==> config.mk <==
export PLATFORM = sky130hd
export DESIGN_NAME = info_frame_builder
export DESIGN_NICKNAME = d
export VERILOG_FILES = /design/src/rtl/info_frame_builder.sv
export SDC_FILE = /design/constraint.sdc
export NUM_CORES = 1
export LEC_CHECK = 0
export CORE_ASPECT_RATIO = 2
export CORE_MARGIN = 2
export CORE_UTILIZATION = 35
export CTS_CLUSTER_SIZE = 24
export DETAILED_ROUTE_END_ITERATION = 10
export PLACE_DENSITY = 0.58
export SLEW_MARGIN = 5
export SYNTH_ARGS = -nofsm -noshare
export SYNTH_HDL_FRONTEND = slang
export SYNTH_SLANG_ARGS = --single-unit
==> constraint.sdc <==
create_clock -name clk_pixel -period 7.51 [get_ports clk_pixel]
set_input_delay 2.253 -clock clk_pixel [delete_from_list [all_inputs] [get_ports clk_pixel]]
set_output_delay 2.253 -clock clk_pixel [all_outputs]
set_load 0.02 [all_outputs]
==> src/rtl/info_frame_builder.sv <==
// Purpose: CEA-861 InfoFrame source; shadow payload buffer, sequential checksum, atomic publish to active sub-packets.
// Latency: commit at edge 0 -> new sub visible after edge LENGTH+1, plus one cycle per cycle of lock held in SWAP.
// Backpressure: wr_ready low while busy (writes dropped); commits while busy collapse into one follow-up pass.
module info_frame_builder #(
    parameter logic [6:0] TYPE    = 7'd4,
    parameter logic [7:0] VERSION = 8'd1,
    parameter logic [4:0] LENGTH  = 5'd10
) (
    input  logic             clk_pixel,
    input  logic             reset,
    input  logic             wr_en,
    input  logic [4:0]       wr_addr,
    input  logic [7:0]       wr_data,
    output logic             wr_ready,
    input  logic             commit,
    input  logic             lock,
    output logic             busy,
    output logic             frame_valid,
    output logic [23:0]      header,
    output logic [3:0][55:0] sub
);

    // Payload beyond 27 bytes cannot fit the four 7-byte sub-packets.
    if (LENGTH < 5'd1 || LENGTH > 5'd27) begin : g_bad_length
        $error("info_frame_builder: LENGTH must be in 1..27");
    end

    localparam logic [1:0] IDLE = 2'd0;
    localparam logic [1:0] CALC = 2'd1;
    localparam logic [1:0] SWAP = 2'd2;

    localparam logic [7:0] HB0     = {1'b1, TYPE};
    localparam logic [7:0] HB2     = {3'b0, LENGTH};
    localparam logic [7:0] HDR_SUM = HB0 + VERSION + HB2;

    logic [1:0] state;
    logic [7:0] acc;
    logic [4:0] idx;
    logic       pending;
    logic [7:0] shadow [1:27];
    logic [7:0] active [0:27];

    logic wr_accept;

    assign header    = {HB2, VERSION, HB0};
    assign wr_ready  = (state == IDLE);
    assign busy      = (state != IDLE);
    assign wr_accept = wr_en && wr_ready && (wr_addr != 5'd0) && (wr_addr <= LENGTH);

    // Shadow buffer: software writes land here only while idle so the checksum pass sees stable data.
    always_ff @(posedge clk_pixel) begin
        if (reset) begin
            for (int i = 1; i <= 27; i++) begin
                shadow[i] <= 8'd0;
            end
        end else if (wr_accept) begin
            shadow[wr_addr] <= wr_data;
        end
    end

    // Control FSM: one payload byte summed per CALC cycle, publish in SWAP when the scheduler releases lock.
    always_ff @(posedge clk_pixel) begin
        if (reset) begin
            state       <= IDLE;
            acc         <= 8'd0;
            idx         <= 5'd0;
            pending     <= 1'b0;
            frame_valid <= 1'b0;
            for (int i = 0; i <= 27; i++) begin
                active[i] <= 8'd0;
            end
        end else begin
            case (state)
                IDLE: begin
                    if (commit) begin
                        state <= CALC;
                        acc   <= HDR_SUM;
                        idx   <= 5'd1;
                    end
                end
                CALC: begin
                    if (commit) begin
                        pending <= 1'b1;
                    end
                    acc <= acc + shadow[idx];
                    idx <= idx + 5'd1;
                    if (idx == LENGTH) begin
                        state <= SWAP;
                    end
                end
                SWAP: begin
                    if (lock) begin
                        if (commit) begin
                            pending <= 1'b1;
                        end
                    end else begin
                        // Whole active frame is rewritten on a single edge so the scheduler never sees a mix.
                        active[0] <= 8'd0 - acc;
                        for (int i = 1; i <= 27; i++) begin
                            active[i] <= (i <= int'(LENGTH)) ? shadow[i] : 8'd0;
                        end
                        frame_valid <= 1'b1;
                        if (pending || commit) begin
                            state   <= CALC;
                            acc     <= HDR_SUM;
                            idx     <= 5'd1;
                            pending <= 1'b0;
                        end else begin
                            state <= IDLE;
                        end
                    end
                end
                default: begin
                    state <= IDLE;
                end
            endcase
        end
    end

    // Pack the active bytes into sub-packets, PB(7i) in the least significant byte of sub[i].
    always_comb begin
        sub = '0;
        for (int s = 0; s < 4; s++) begin
            for (int b = 0; b < 7; b++) begin
                sub[s][b*8 +: 8] = active[s*7 + b];
            end
        end
    end

endmodule

==> impl_metrics.csv, run 1 <==
group,metric,value,unit
sta,final.setup.tns,0,ns
setup_path,r2r_cells,12,
yosys,synth-compound-area-share,1.73,%
cts,cts_tree,"done",
route,dr.pass1.iters,4,
sta,rsz0062_at_grt,"false",
sta,setup_violations,0,
sta,tightestPinTransition,1.14,ns
pwr,p_leak,0.00702,uW
yosys,synthAdderAreaFrac,0.901,%
route,final_antenna_net_count,0,
yosys,async_flop_share,0,%
cts,cts_made_buffers,30,
floorplan,rows,111,
floorplan,die_h,307,um
sta,max_freq,217,MHz
final_layout,regArea,10800,sq um
min_path,min_to,"frame_valid",
grt,antenna_found_initial,2,
run_status,outcome,"completed",
setup_path,regToRegEndpoint,"acc[7]",
floorplan,core_area,45700,sq um
final_layout,multiInputGateArea,5130,sq um
place,hpwlAfterDp,24.5,mm
cts,postCtsSetupRepairBufs,0,
route,vias,8117,
cts,htreeDepth,1,
floorplan,die_w,156,um
yosys,seq_area_frac_synth,66.9,%
yosys,synthXorXnorAreaFrac,0.598,%
yosys,synth_top_family_by_area,"multiplexers",
yosys,synth-main-ff-cell,"edfxtp_1",
grt,grt_pass1_vias,8105,
yosys,syn_area,16100,sq um
yosys,synth_mux_area_share,11.6,%
yosys,yosysWarnings,0,
setup_path,cp_cell_sequence,"buf_4, mux4_2, mux4_2, mux2i_1, inv_1, ha_1, a21oi_1, o211ai_1, a2111oi_0, or4_1, a21boi_1, a2111oi_2",
final_layout,syn_to_final_growth,16.7,%
flow_run,cap_violations,0,
place,place.gp.congestion,0.832,
floorplan,pin_count,269,
setup_path,cp_common_cell,"mux4_2",
cts,cts-resized-gates,0,
setup_path,r2r_slack,2.89,ns
sta,slew_violations,0,
min_path,min_path_type,"flip-flop to flip-flop",
yosys,yosysMostFrequentCell,"edfxtp_1",
route,drt_iter0_markers,519,
pwr,peakVddDrop,0.147,mV
min_path,hold_path_depth,2,
pwr,powerDensity,233,nW/um^2
route,wl_per_cell,17.9,um
min_path,hp-start,"frame_valid",
setup_path,crit_path_end_kind,"flip-flop",
sta,relSlewSlack,23.4,%
setup_path,crit_path_start_kind,"flip-flop",
yosys,ys_seq_elements,366,
final_layout,nets,1306,
yosys,syn_inst,1000,
yosys,synth.area.top_cells,"edfxtp_1 (64%), mux4_2 (9.9%), buf_4 (7.5%), and2_1 (6.3%), dfxtp_1 (2.7%)",
sta,hold_violations,0,
final_layout,final_cell_count_no_fill,1866,
floorplan,die_area,47800,sq um
place,dp_cells,1810,
grt,grt_max_degree,82,
final_layout,antennaDiodeCount,0,
yosys,synth_top_area_share,64.1,%
grt,overflow,0,
cts,cts_hold_buf,0,
setup_path,required,7.98,ns
yosys,synth_top_area_cell,"edfxtp_1",
grt,grt_pass1_wl,49.8,mm
yosys,synth_cell_types,48,
final_layout,nFillCells,4118,
yosys,synth.top_cells.by_count,"edfxtp_1 (344), and2_1 (161), buf_4 (161), mux4_2 (71), clkbuf_1 (38)",
sta,finalCritPeriodShare,61.5,%
floorplan,start_util,35.2,%
grt,grt_use_total,14.1,%
cts,clock_latency,0.58,ns
route,routed_wirelength,33.4,mm
sta,finalClockSkew,0.0198,ns
place,portBuffers,108,
setup_path,critPathKind,"flip-flop to flip-flop",
sta,post-route-min-period,4.62,ns
route,drc_errors,0,
setup_path,crit_slowest_cell,"a2111oi_0",
yosys,yosys.area_share.simple,9.14,%
yosys,avgSynthCellArea,16.1,sq um
yosys,synth_edf_count,344,
setup_path,cp_slowest_stage_delay,0.78,ns
cts,clockBufferDepth,3,
final_layout,drive_gt1_share,11.7,%
cts,path_clk_slew,0.07,ns
cts,cts-root-buf,"clkbuf_16",
setup_path,worst-path-max-fanout,22,
setup_path,critPathArrivalTime,5.09,ns
cts,cts_sinks,366,
route,vias_per_cell,4.35,
power by group:
part	switching [uW]	leakage, uW	internal [uW]
clock	712	0.000447	805
combinational	279	0.00294	172
sequential	55.3	0.00363	2360
cell type report:
cell class	instances	share of cell area, %
Sequential cell	366	57.3
Clock buffer	36	4.11
Tap cell	565	3.76
Timing Repair Buffer	123	6.36
Clock inverter	20	0.865
Multi-Input combinational cell	742	27.3
Inverter	14	0.280
per-stage QoR:
step / area (sq um) / hold WS (ns) / setup WS [ns] / utilization, % / power, uW
floorplan: 17400 / 0.501 / 1.86 / - / 2820
global placement: 17900 / 0.446 / 2.38 / 39.1 / 2910
detailed placement: 17900 / 0.454 / 2.44 / 39.1 / 2910
CTS: 18800 / 0.470 / 2.83 / 41.1 / 4430
global route: 18800 / 0.487 / 2.50 / 41.1 / 4550
finish: 18800 / 0.460 / 2.89 / 41.1 / 4380
sequential cells by signal, indices dropped and copies added (netlist names), named ones only:
name,flops
pending,1
active,88
state,2
idx,5
acc,8
shadow,256
frame_valid,1
logic make-up (layout without fill, tap and decap cells):
logic type               after synthesis  after routing
AND/OR/NAND/NOR                      252            252
other                                  2            336
flip-flops                           366            366
buffers and inverters                226            193
XOR/XNOR                              11             11
adder cells (fa/ha/maj)               11             11
AO/OA/AOI/OAI                         42             42
multiplexers                          90             90
per-layer routing:
| metal | vias up | routed length, um | track usage [%] |
|---|---|---|---|
| li1 | 3731 | - | - |
| met1 | 4041 | 10900 | 14.2 |
| met2 | 285 | 19500 | 28.1 |
| met3 | 56 | 1600 | 1.91 |
| met4 | 4 | 1410 | 6.42 |
| met5 | - | 25 | 0 |
cells in the final DEF (no fill, tap or decap), types with 8 or more instances in the layout:
master,count
clkbuf_16,30
conb_1,336
and2_1,161
mux2i_1,9
clkdlybuf4s50_1,107
dfxtp_1,20
a21oi_1,10
buf_4,15
or2_2,10
mux4_2,71
edfxtp_1,344
nor2_1,33
ha_1,10
inv_1,13
nand2_1,9
o21ai_0,8
worst max-delay path: cells and delay by family (launching register included):
| kind | cells | cell delay, ns |
|---|---|---|
| adder cells (fa/ha/maj) | 1 | 0.28 |
| AO/OA/AOI/OAI | 5 | 1.50 |
| multiplexers | 3 | 1.32 |
| AND/OR/NAND/NOR | 1 | 0.22 |
| flip-flops | 1 | 0.63 |
| buffers and inverters | 2 | 0.54 |
worst max path at each step:
| stage | from | end | cells after the start |
|---|---|---|---|
| floorplan | reset | active[0][0] | 4 |
| global placement | wr_addr[3] | shadow[4][5] | 5 |
| detailed placement | wr_addr[3] | shadow[4][5] | 5 |
| CTS | state[1] | wr_ready | 3 |
| global route | flip-flop | acc[7] | 12 |
| finish | flip-flop | acc[7] | 12 |
Note: power is estimated with default switching activity, not from simulation.
==> run 2, diff against run 1 <==
==> constraint.sdc (replaced) <==
create_clock -name clk_pixel -period 4.27 [get_ports clk_pixel]
set_input_delay 1.281 -clock clk_pixel [delete_from_list [all_inputs] [get_ports clk_pixel]]
set_output_delay 1.281 -clock clk_pixel [all_outputs]
set_load 0.02 [all_outputs]
==> run 2 against run 1 <==
Compared with the run above:
- cell area grew 1.5%
- via count shrank 1.0%
- register-to-register slack lost 2.6 ns
- largest cell class unchanged
- wire length shrank 0.89%
- worst setup slack lost 2.6 ns
- core utilization grew 0.62 points
- count of clock-buffer cells in the layout shrank 1
- sequential power grew 76%
- hold slack lost 0.0048 ns
==> impl_metrics.csv, run 2 (synthesized netlist as in run 1, its figures left out) <==
group,metric,value,unit
min_path,min_path_type,"flip-flop to flip-flop",
grt,grt_max_degree,107,
grt,overflow,0,
sta,post-route-min-period,3.99,ns
route,route.met3.wl,1.34,mm
pwr,switching_power,1860,uW
cts,cts_sinks,366,
sta,setup_violations,0,
floorplan,die_w,156,um
place,place.gp.congestion,0.812,
setup_path,endpoint,"acc[7]",
flow_run,cap_violations,0,
cts,cts-resized-gates,0,
pwr,p_seq_share,53.2,%
setup_path,crit_path_start_kind,"flip-flop",
route,dr.pass1.iters,4,
grt,grt_pass1_vias,8151,
cts,cts-root-buf,"clkbuf_16",
floorplan,pin_count,269,
sta,tightestPinTransition,0.891,ns
cts,clock_latency,0.58,ns
cts,cts_made_buffers,30,
route,vias,8032,
final_layout,drive_gt1_share,12.8,%
cts,cts_hold_buf,0,
route,highest_layer,"met4",
pwr,p_clk_share,36.5,%
pwr,combPwrFrac,10.3,%
route,routed_wirelength,33.1,mm
sta,rsz0062_at_grt,"false",
pwr,power.internal,6100,uW
route,wl_met2,19.9,mm
setup_path,cp_slowest_stage_delay,0.51,ns
pwr,peakVddDrop,0.264,mV
setup_path,crit_path_end_kind,"flip-flop",
final_layout,top_register,"shadow",
final_layout,largest_reg_flops,256,
setup_path,cp.depth,12,
sta,finalClockSkew,0.0149,ns
setup_path,worst-path-max-fanout,23,
place,portBuffers,108,
floorplan,rows,111,
setup_path,cp_cell_sequence,"buf_12, buf_12, mux4_2, mux4_2, mux2_2, ha_1, o21a_1, a2111oi_0, buf_4, or4_1, a21boi_1, a2111oi_2",
setup_path,critPathArrivalTime,4.47,ns
setup_path,crit_family,"multiplexers",
final_layout,reg_top3,"shadow (256), active (88), acc (8)",
pwr,p_leak,0.00716,uW
floorplan,die_area,47800,sq um
final_layout,final_cell_mix,"edfxtp_1 (344), conb_1 (336), and2_1 (161)",
route,wl_per_cell,17.6,um
sta,hold_violations,0,
route,final_antenna_net_count,0,
sta,max_freq,251,MHz
final_layout,syn_to_final_growth,18.5,%
route,drc_errors,0,
run_status,outcome,"completed",
place,hpwlAfterDp,24.5,mm
route,drt_iter0_markers,414,
cts,htreeDepth,1,
grt,grt_pass1_wl,49.5,mm
pwr,powerDensity,417,nW/um^2
setup_path,worst-path-buf-inv,3,
pwr,finalPower,7960,uW
sta,relSlewSlack,40.4,%
floorplan,core_area,45700,sq um
cts,postCtsSetupRepairBufs,0,
route,vias_per_cell,4.27,
sta,final.setup.tns,0,ns
cts,clockBufferDepth,3,
floorplan,die_h,307,um
final_layout,nets,1320,
floorplan,start_util,35.2,%
cts,cts_tree,"done",
setup_path,crit_slowest_cell,"mux4_2",
pwr,swShare,23.4,%
grt,grt_use_total,14.0,%
setup_path,critPathKind,"flip-flop to flip-flop",
final_layout,layout_commonest_cell,"edfxtp_1",
final_layout,antennaDiodeCount,0,
setup_path,regToRegEndpoint,"acc[7]",
sta,finalCritPeriodShare,93.4,%
route,met1Wirelength,10.9,mm
sta,slew_violations,0,
grt,antenna_found_initial,0,
setup_path,required,4.75,ns
setup_path,r2r_slack,0.28,ns
setup_path,r2r_cells,12,
cts,path_clk_slew,0.07,ns
-- run 2: cell count changes in the layout (fill, tap and decap cells not counted), sizes merged --
cell,delta
buf,+14
bufinv,+3
clkbuf,-1
clkinv,-5
clkinvlp,+1
inv,+1
-- run 2: worst reg2reg max path, delay by kind of cell, from the launching register on --
| kind | cells | cell delay [ns] |
|---|---|---|
| mux | 3 | 1.32 |
| fa+ha+maj | 1 | 0.33 |
| buf+inv | 3 | 0.64 |
| flops | 1 | 0.45 |
| compound gates | 4 | 1.05 |
| simple gates | 1 | 0.11 |
-- run 2: area by class of cell --
class	instances	area (sq um)
clock inverter	20	238
multi-input combinational	742	5130
fill	4030	26600
inverter	14	52.6
tap	565	707
sequential	366	10800
clock buffer	35	791
timing repair buffer	137	1390
-- run 2: stage by stage --
step | area (sq um) | hold WS (ns) | instances | util [%] | setup WS (ns)
after detailed placement | 18100 | 0.447 | 1824 | 39.5 | 0.257
final | 19100 | 0.455 | 1879 | 41.8 | 0.280
after floorplan | 17400 | 0.501 | 1334 | - | 0.307
after global routing | 19100 | 0.497 | 1879 | 41.8 | 0.0915
after CTS | 19100 | 0.457 | 1879 | 41.8 | 0.251
after global placement | 18100 | 0.436 | 1824 | 39.5 | 0.261
-- run 2: power by group through the flow --
| stage | clock [uW] | sequential, uW | combinational [uW] |
|---|---|---|---|
| 2_1_floorplan | 0 | 4300 | 645 |
| 3_3_place_gp | 0 | 4310 | 817 |
| 3_5_place_dp | 0 | 4320 | 824 |
| 4_1_cts | 2980 | 4240 | 827 |
| 5_1_grt | 3100 | 4250 | 887 |
| 6_report | 2900 | 4240 | 817 |
-- run 2: worst min-delay path by stage --
| stage | start | to | cells after the start |
|---|---|---|---|
| detailed placement | frame_valid | frame_valid | 2 |
| floorplan | acc[6] | acc[6] | 2 |
| global placement | frame_valid | frame_valid | 2 |
| CTS | frame_valid | frame_valid | 2 |
| finish | frame_valid | frame_valid | 2 |
| global route | frame_valid | frame_valid | 2 |
-- run 2: layer usage --
| layer | GRT usage (%) | vias up |
|---|---|---|
| li1 | - | 3758 |
| met1 | 13.4 | 3968 |
| met2 | 29.2 | 260 |
| met3 | 1.86 | 46 |
| met4 | 4.89 | 0 |
| met5 | 0 | - |
